**src/rtl/vertex_mem_pkg.sv**
```systemverilog
// Shared types for the vertex RAM arbiter.
// Grant states and vertex word field layout.
package vertex_mem_pkg;

  typedef enum logic [1:0] {
    ST_IDLE  = 2'd0,
    ST_WRITE = 2'd1,
    ST_READ  = 2'd2
  } gnt_state_t;

  localparam int VTX_X_LO     = 0;
  localparam int VTX_X_HI     = 15;
  localparam int VTX_Y_LO     = 16;
  localparam int VTX_Y_HI     = 31;
  localparam int VTX_Z_LO     = 32;
  localparam int VTX_Z_HI     = 47;
  localparam int VTX_COLOR_LO = 48;
  localparam int VTX_COLOR_HI = 55;
  localparam int VTX_UV_LO    = 60;
  localparam int VTX_UV_HI    = 63;

  function automatic logic [7:0] vtx_color(
    input logic [63:0] v
  );
    return v[VTX_COLOR_HI:VTX_COLOR_LO];
  endfunction

endpackage

```
**src/rtl/vertex_wfifo.sv**
```systemverilog
// Register write FIFO for the vertex loader stream.
// Exposes occupancy, head entry and a per-entry address match vector.
module vertex_wfifo #(
  parameter int DEPTH = 4,
  parameter int AW    = 10,
  parameter int DW    = 64,
  localparam int PW   = $clog2(DEPTH)
) (
  input  logic             clk,
  input  logic             rst,
  input  logic             i_push,
  input  logic [AW-1:0]    i_addr,
  input  logic [DW-1:0]    i_data,
  input  logic             i_pop,
  input  logic [AW-1:0]    i_q_addr,
  output logic [PW:0]      o_count,
  output logic             o_empty,
  output logic             o_drop,
  output logic [AW-1:0]    o_head_addr,
  output logic [DW-1:0]    o_head_data,
  output logic [DEPTH-1:0] o_match
);

  logic [AW-1:0]    r_addr [DEPTH];
  logic [DW-1:0]    r_data [DEPTH];
  logic [DEPTH-1:0] r_vld;
  logic [PW-1:0]    r_wp;
  logic [PW-1:0]    r_rp;
  logic [PW:0]      r_cnt;
  logic             w_full;
  logic             w_pop;
  logic             w_push;

  assign o_count     = r_cnt;
  assign o_empty     = (r_cnt == '0);
  assign w_full      = (r_cnt == (PW+1)'(DEPTH));
  assign w_pop       = i_pop && !o_empty;
  // a full FIFO still accepts a word when the head leaves this cycle
  assign w_push      = i_push && (!w_full || w_pop);
  assign o_drop      = i_push && !w_push;
  assign o_head_addr = r_addr[r_rp];
  assign o_head_data = r_data[r_rp];

  always_comb begin
    o_match = '0;
    for (int i = 0; i < DEPTH; i++) begin
      o_match[i] = r_vld[i] && (r_addr[i] == i_q_addr);
    end
  end

  always_ff @(posedge clk or posedge rst) begin
    if (rst) begin
      r_vld <= '0;
      r_wp  <= '0;
      r_rp  <= '0;
      r_cnt <= '0;
    end else begin
      if (w_pop) begin
        r_vld[r_rp] <= 1'b0;
        r_rp        <= r_rp + PW'(1);
      end
      if (w_push) begin
        r_vld[r_wp] <= 1'b1;
        r_wp        <= r_wp + PW'(1);
      end
      r_cnt <= r_cnt + (PW+1)'(w_push)
                     - (PW+1)'(w_pop);
    end
  end

  always_ff @(posedge clk) begin
    if (w_push) begin
      r_addr[r_wp] <= i_addr;
      r_data[r_wp] <= i_data;
    end
  end

endmodule

```
**src/rtl/vertex_mem_arbiter.sv**
```systemverilog
// Vertex RAM arbiter: drains loader writes and interleaves fetch reads.
// Reads wait on matching pending writes so they always see the newest data.
module vertex_mem_arbiter
  import vertex_mem_pkg::*;
#(
  parameter int DEPTH        = 1024,
  parameter int DW           = 64,
  parameter int WFIFO_DEPTH  = 4,
  parameter int MAX_WR_BURST = 8,
  localparam int AW          = $clog2(DEPTH)
) (
  input  logic          CLK,
  input  logic          rst,
  input  logic          wr_we,
  input  logic [AW-1:0] wr_addr,
  input  logic [DW-1:0] wr_data,
  input  logic          loader_busy,
  input  logic          rd_req,
  input  logic [AW-1:0] rd_addr,
  output logic          rd_gnt,
  output logic          rd_valid,
  output logic [DW-1:0] rd_data,
  output logic          ram_en,
  output logic          ram_we,
  output logic [AW-1:0] ram_addr,
  output logic [DW-1:0] ram_wdata,
  input  logic [DW-1:0] ram_rdata,
  output logic          wr_overflow,
  output logic          idle
);

  localparam int CW = $clog2(WFIFO_DEPTH) + 1;
  localparam int RW = $clog2(MAX_WR_BURST + 1);

  gnt_state_t             r_state;
  gnt_state_t             w_state_nxt;
  logic [RW-1:0]          r_wr_run;
  logic                   r_ovf;
  logic                   r_idle;
  logic [CW-1:0]          w_count;
  logic                   w_empty;
  logic                   w_drop;
  logic [AW-1:0]          w_head_addr;
  logic [DW-1:0]          w_head_data;
  logic [WFIFO_DEPTH-1:0] w_match;
  logic                   w_new_hz;
  logic                   w_rd_ok;
  logic                   w_do_rd;
  logic                   w_do_wr;

  vertex_wfifo #(
    .DEPTH (WFIFO_DEPTH),
    .AW    (AW),
    .DW    (DW)
  ) u_wfifo (
    .clk         (CLK),
    .rst         (rst),
    .i_push      (wr_we),
    .i_addr      (wr_addr),
    .i_data      (wr_data),
    .i_pop       (w_do_wr),
    .i_q_addr    (rd_addr),
    .o_count     (w_count),
    .o_empty     (w_empty),
    .o_drop      (w_drop),
    .o_head_addr (w_head_addr),
    .o_head_data (w_head_data),
    .o_match     (w_match)
  );

  // a word being pushed this cycle is not in the match vector yet
  assign w_new_hz = wr_we && (wr_addr == rd_addr);
  assign w_rd_ok  = rd_req && !(|w_match) && !w_new_hz
                 && (w_count < CW'(WFIFO_DEPTH - 1));
  assign w_do_rd  = !rst && w_rd_ok
                 && (w_empty || r_wr_run == RW'(MAX_WR_BURST));
  assign w_do_wr  = !rst && !w_do_rd && !w_empty;

  always_comb begin
    w_state_nxt = ST_IDLE;
    ram_en      = 1'b0;
    ram_we      = 1'b0;
    ram_addr    = '0;
    ram_wdata   = '0;
    rd_gnt      = 1'b0;
    unique case (1'b1)
      w_do_rd: begin
        w_state_nxt = ST_READ;
        ram_en      = 1'b1;
        ram_addr    = rd_addr;
        rd_gnt      = 1'b1;
      end
      w_do_wr: begin
        w_state_nxt = ST_WRITE;
        ram_en      = 1'b1;
        ram_we      = 1'b1;
        ram_addr    = w_head_addr;
        ram_wdata   = w_head_data;
      end
      default: ;
    endcase
  end

  always_ff @(posedge CLK or posedge rst) begin
    if (rst) begin
      r_state  <= ST_IDLE;
      r_wr_run <= '0;
      r_ovf    <= 1'b0;
      r_idle   <= 1'b1;
    end else begin
      r_state <= w_state_nxt;
      if (w_state_nxt == ST_WRITE) begin
        if (r_wr_run != RW'(MAX_WR_BURST))
          r_wr_run <= r_wr_run + RW'(1);
      end else begin
        r_wr_run <= '0;
      end
      r_ovf  <= r_ovf | w_drop;
      r_idle <= w_empty && (r_state != ST_READ)
             && !loader_busy && !rd_req;
    end
  end

  assign rd_valid    = (r_state == ST_READ);
  assign rd_data     = ram_rdata;
  assign wr_overflow = r_ovf;
  assign idle        = r_idle;

endmodule

```
**config.mk**
```make
export PLATFORM = sky130hd
export DESIGN_NAME = vertex_mem_arbiter
export DESIGN_NICKNAME = d
export VERILOG_FILES = /design/src/rtl/vertex_mem_pkg.sv /design/src/rtl/vertex_wfifo.sv /design/src/rtl/vertex_mem_arbiter.sv
export SDC_FILE = /design/constraint.sdc
export NUM_CORES = 1
export LEC_CHECK = 0
export ABC_AREA = 1
export CORE_MARGIN = 10
export CORE_UTILIZATION = 40
export DETAILED_ROUTE_END_ITERATION = 8
export DONT_BUFFER_PORTS = 1
export SLEW_MARGIN = 20
export SYNTH_ARGS = -nofsm -noshare
export SYNTH_HDL_FRONTEND = slang
export SYNTH_SLANG_ARGS = --single-unit
```
**constraint.sdc**
```tcl
create_clock -name CLK -period 3.4 [get_ports CLK]
set_input_delay 0.51 -clock CLK [delete_from_list [all_inputs] [get_ports CLK]]
set_output_delay 0.51 -clock CLK [all_outputs]
set_load 0.02 [all_outputs]
```
==> flow_summary.ini <==
[clock_network]
cts-htree-levels = 2
cts-root-to-sink-buffers = 3
cts_tree = built
cts.root.buffer_cell = sky130_fd_sc_hd__clkbuf_16
cts_inserted_buffers = 35
cts_num_sinks = 315
clock_latency_ps = 520
clk_slew_on_worst_s_h_paths_ps = 60

[die]
die_h_microns = 206
core_sq_um = 34400
rows = 68
die_area_sq_um = 42500
initial_utilization = 0.403
num_io_pins = 297
dieWidth_microns = 206

[drt]
post_drt_wl_per_cell_microns = 21.0
drt-initial-drc-count = 567
detail_route.wirelength_microns = 34700
drtAntennaViolNets = 0
vias = 8523
drt-vias-per-instance = 5.15
first_pass_iters = 5
drc = 0

[layout]
layout.nets = 1341
layout-area-overhead-vs-synth_pct = 8.46
stdcell_area_sq_um = 15000
num_antenna_cells = 0
filler_cell_count = 3155
final_layout_size_suffix_gt1_frac = 0.0900
final-seq-area_sq_um = 9370
multi_input_comb_area_sq_um = 3450

[global_routing]
wire_length_of_the_first_global_routing_pass_microns = 51800
grt_max_degree = 160
global_route.overflow_total = 0
global_route.usage.total = 0.159
grt_antenna_before_repair = 0
via_count_of_the_first_global_routing_pass = 8393

[synth]
synthArstFlopShare = 0.0603
post_syn_area_sq_um = 13900
synth_flop_cell = sky130_fd_sc_hd__edfxtp_1
yosys_warnings = 0
yosysTopAreaCellShare = 0.641
postSynthRegisterBits = 315
most_common_cell_in_the_synthesized_netlist = sky130_fd_sc_hd__edfxtp_1
synth_area_leader_cell = sky130_fd_sc_hd__edfxtp_1
leading_post_synthesis_cells_by_cell_area = sky130_fd_sc_hd__edfxtp_1 64%, sky130_fd_sc_hd__nor2_1 7.7%, sky130_fd_sc_hd__o21ai_0 5.6%
synth.top_cells.by_count = 296 x sky130_fd_sc_hd__edfxtp_1, 286 x sky130_fd_sc_hd__nor2_1, 155 x sky130_fd_sc_hd__o21ai_0, 111 x sky130_fd_sc_hd__nand2_1, 84 x sky130_fd_sc_hd__a21oi_1
synth_fp_nets = 1407
synth_enable_flop_cells = 296
share_of_the_yosys_chip_area_belonging_to_registers = 0.675
synthesis.area_per_instance_sq_um = 11.2
synthesis.instances = 1240
synthDistinctLibCells = 38

[worst_setup_path]
worstReg2RegEnd = u_wfifo.o_count[1]
reg2reg_depth = 15
crit_buf_inv = 1
critical-path-top-delay-family = simple AND/OR/NAND/NOR gates
startpoint_type = flip-flop
path_class = reg -> out
critPathArrivalTime_ps = 2740
setup.worst_path.start = u_wfifo.r_addr[0][9]
timing.reg2reg.setup_slack_ps = 520
crit_required_ps = 2890
stage_delay_of_the_slowest_cell_on_the_critical_path_ps = 520
critical_path.cell_chain = a21oi_1 > nand3_1 > nor2_1 > nand2_1 > nand2_1 > nor2_2 > nand2_4 > nand2_8 > buf_4 > a21oi_1
critPathCaptureType = primary output
critical_path_peak_fanout = 31
critPathSlowestCell = sky130_fd_sc_hd__a21oi_1
worst_r2r_startpoint = r_wr_run[0]

[sta]
hold_slack_ps = 85.9
final_min_period_over_clock_period = 0.956
top_achievable_clock_speed_mhz = 308
unrepaired_setup_endpoints_after_global_routing = yes
setup_viol = 0
relative_max_transition_margin = 0.459
timing.final.max_slew_violations = 0
hold_violations = 0
fin_crit_ps = 3250
finalClockSkew_ps = 15.2
worst_tran_pin_value_ps = 812

[pwr]
powerDensity_nw_per_um2 = 878
cellLeakagePower_nw = 5.31
worst_ir_drop_vdd_uv = 580

[hold_path]
hold_end = u_wfifo.r_data[1][18]
hold_path.startpoint = wr_data[18]
hold_path_depth = 0
holdCritPathClass = in -> reg

[placement]
hpwlAfterDp_microns = 21300
detailed_place.area_sq_um = 13900
globalplace.congestion = 0.860
io_buffers = 0

[status]
status = complete, no violations

[flow_run]
maxCapViolations = 0
[cells by family after synthesis]
kind of cell             after synthesis  synth area share
buffers and inverters                197            0.0771
adder cells (fa/ha/maj)               14            0.0132
flip-flops                           315             0.675
AND/OR/NAND/NOR                      442             0.128
XOR/XNOR                              16            0.0101
AO/OA/AOI/OAI                        256            0.0958
[metal layers]
metal / wire length (microns) / GRT usage
met3: 3210 / 0.0520
met5: 0 / 0
met4: 1440 / 0.0751
met2: 16100 / 0.253
met1: 13900 / 0.194
[report_power, final]
part / internal [W] / switching (W)
Combinational: 0.00112 / 0.00324
Sequential: 0.00511 / 0.000243
Clock: 0.00201 / 0.00148
Total: 0.00823 / 0.00496
[flip-flops by register name (all words and copies together), names as in the netlist]
signal and cells:
idle 1, r_state 2, r_wr_run 4, u_wfifo.o_count 3
u_wfifo.r_addr 40, u_wfifo.r_data 256, u_wfifo.r_rp 2, u_wfifo.r_vld 4
u_wfifo.r_wp 2, wr_overflow 1
[placed cells by master, fill, tap and decap left out, types with 16 or more instances in the layout]
master,count
sky130_fd_sc_hd__edfxtp_1,296
sky130_fd_sc_hd__clkbuf_16,35
sky130_fd_sc_hd__o21ai_0,155
sky130_fd_sc_hd__inv_1,56
sky130_fd_sc_hd__nand3_1,23
sky130_fd_sc_hd__nor2_1,286
sky130_fd_sc_hd__nand2_1,111
sky130_fd_sc_hd__a21oi_1,79
sky130_fd_sc_hd__dfrtp_1,16
[final cells by class]
cell class              count  share of cell area
clock buffers              45              0.0614
inverters                  71              0.0195
clock inverters            18             0.00849
flip-flops and latches    315               0.623
well taps                 455              0.0379
multi-input cells         728               0.229
repair buffers             23              0.0203
[worst max path at each step]
stage               slack (ps)  depth (start not counted)              endpoint
finish                     150                         10         ram_wdata[27]
global placement           520                         16    u_wfifo.o_count[1]
detailed placement         490                         16    u_wfifo.o_count[1]
CTS                        120                         10         ram_wdata[37]
floorplan                   80                         10  u_wfifo.r_addr[0][0]
global route               -10                         10         ram_wdata[20]
[per-stage QoR]
stage / std cells / setup TNS (ps) / util / power (W) / setup slack (ps)
floorplan: 1240 / 0 / - / 0.00865 / 84.8
global placement: 1589 / 0 / 0.406 / 0.00981 / 518
detailed placement: 1589 / 0 / 0.406 / 0.00987 / 488
CTS: 1655 / 0 / 0.437 / 0.0134 / 123
global route: 1655 / -18.9 / 0.438 / 0.0140 / -9.83
finish: 1655 / 0 / 0.438 / 0.0132 / 149
[timing repair]
item	CTS	global route
endpoints found under the hold margin	19	0
gates resized for setup	0	5
setup endpoints to repair	0	5
buffers inserted	0	0
hold buffers	3	0
(Power assumes the default switching activity.)
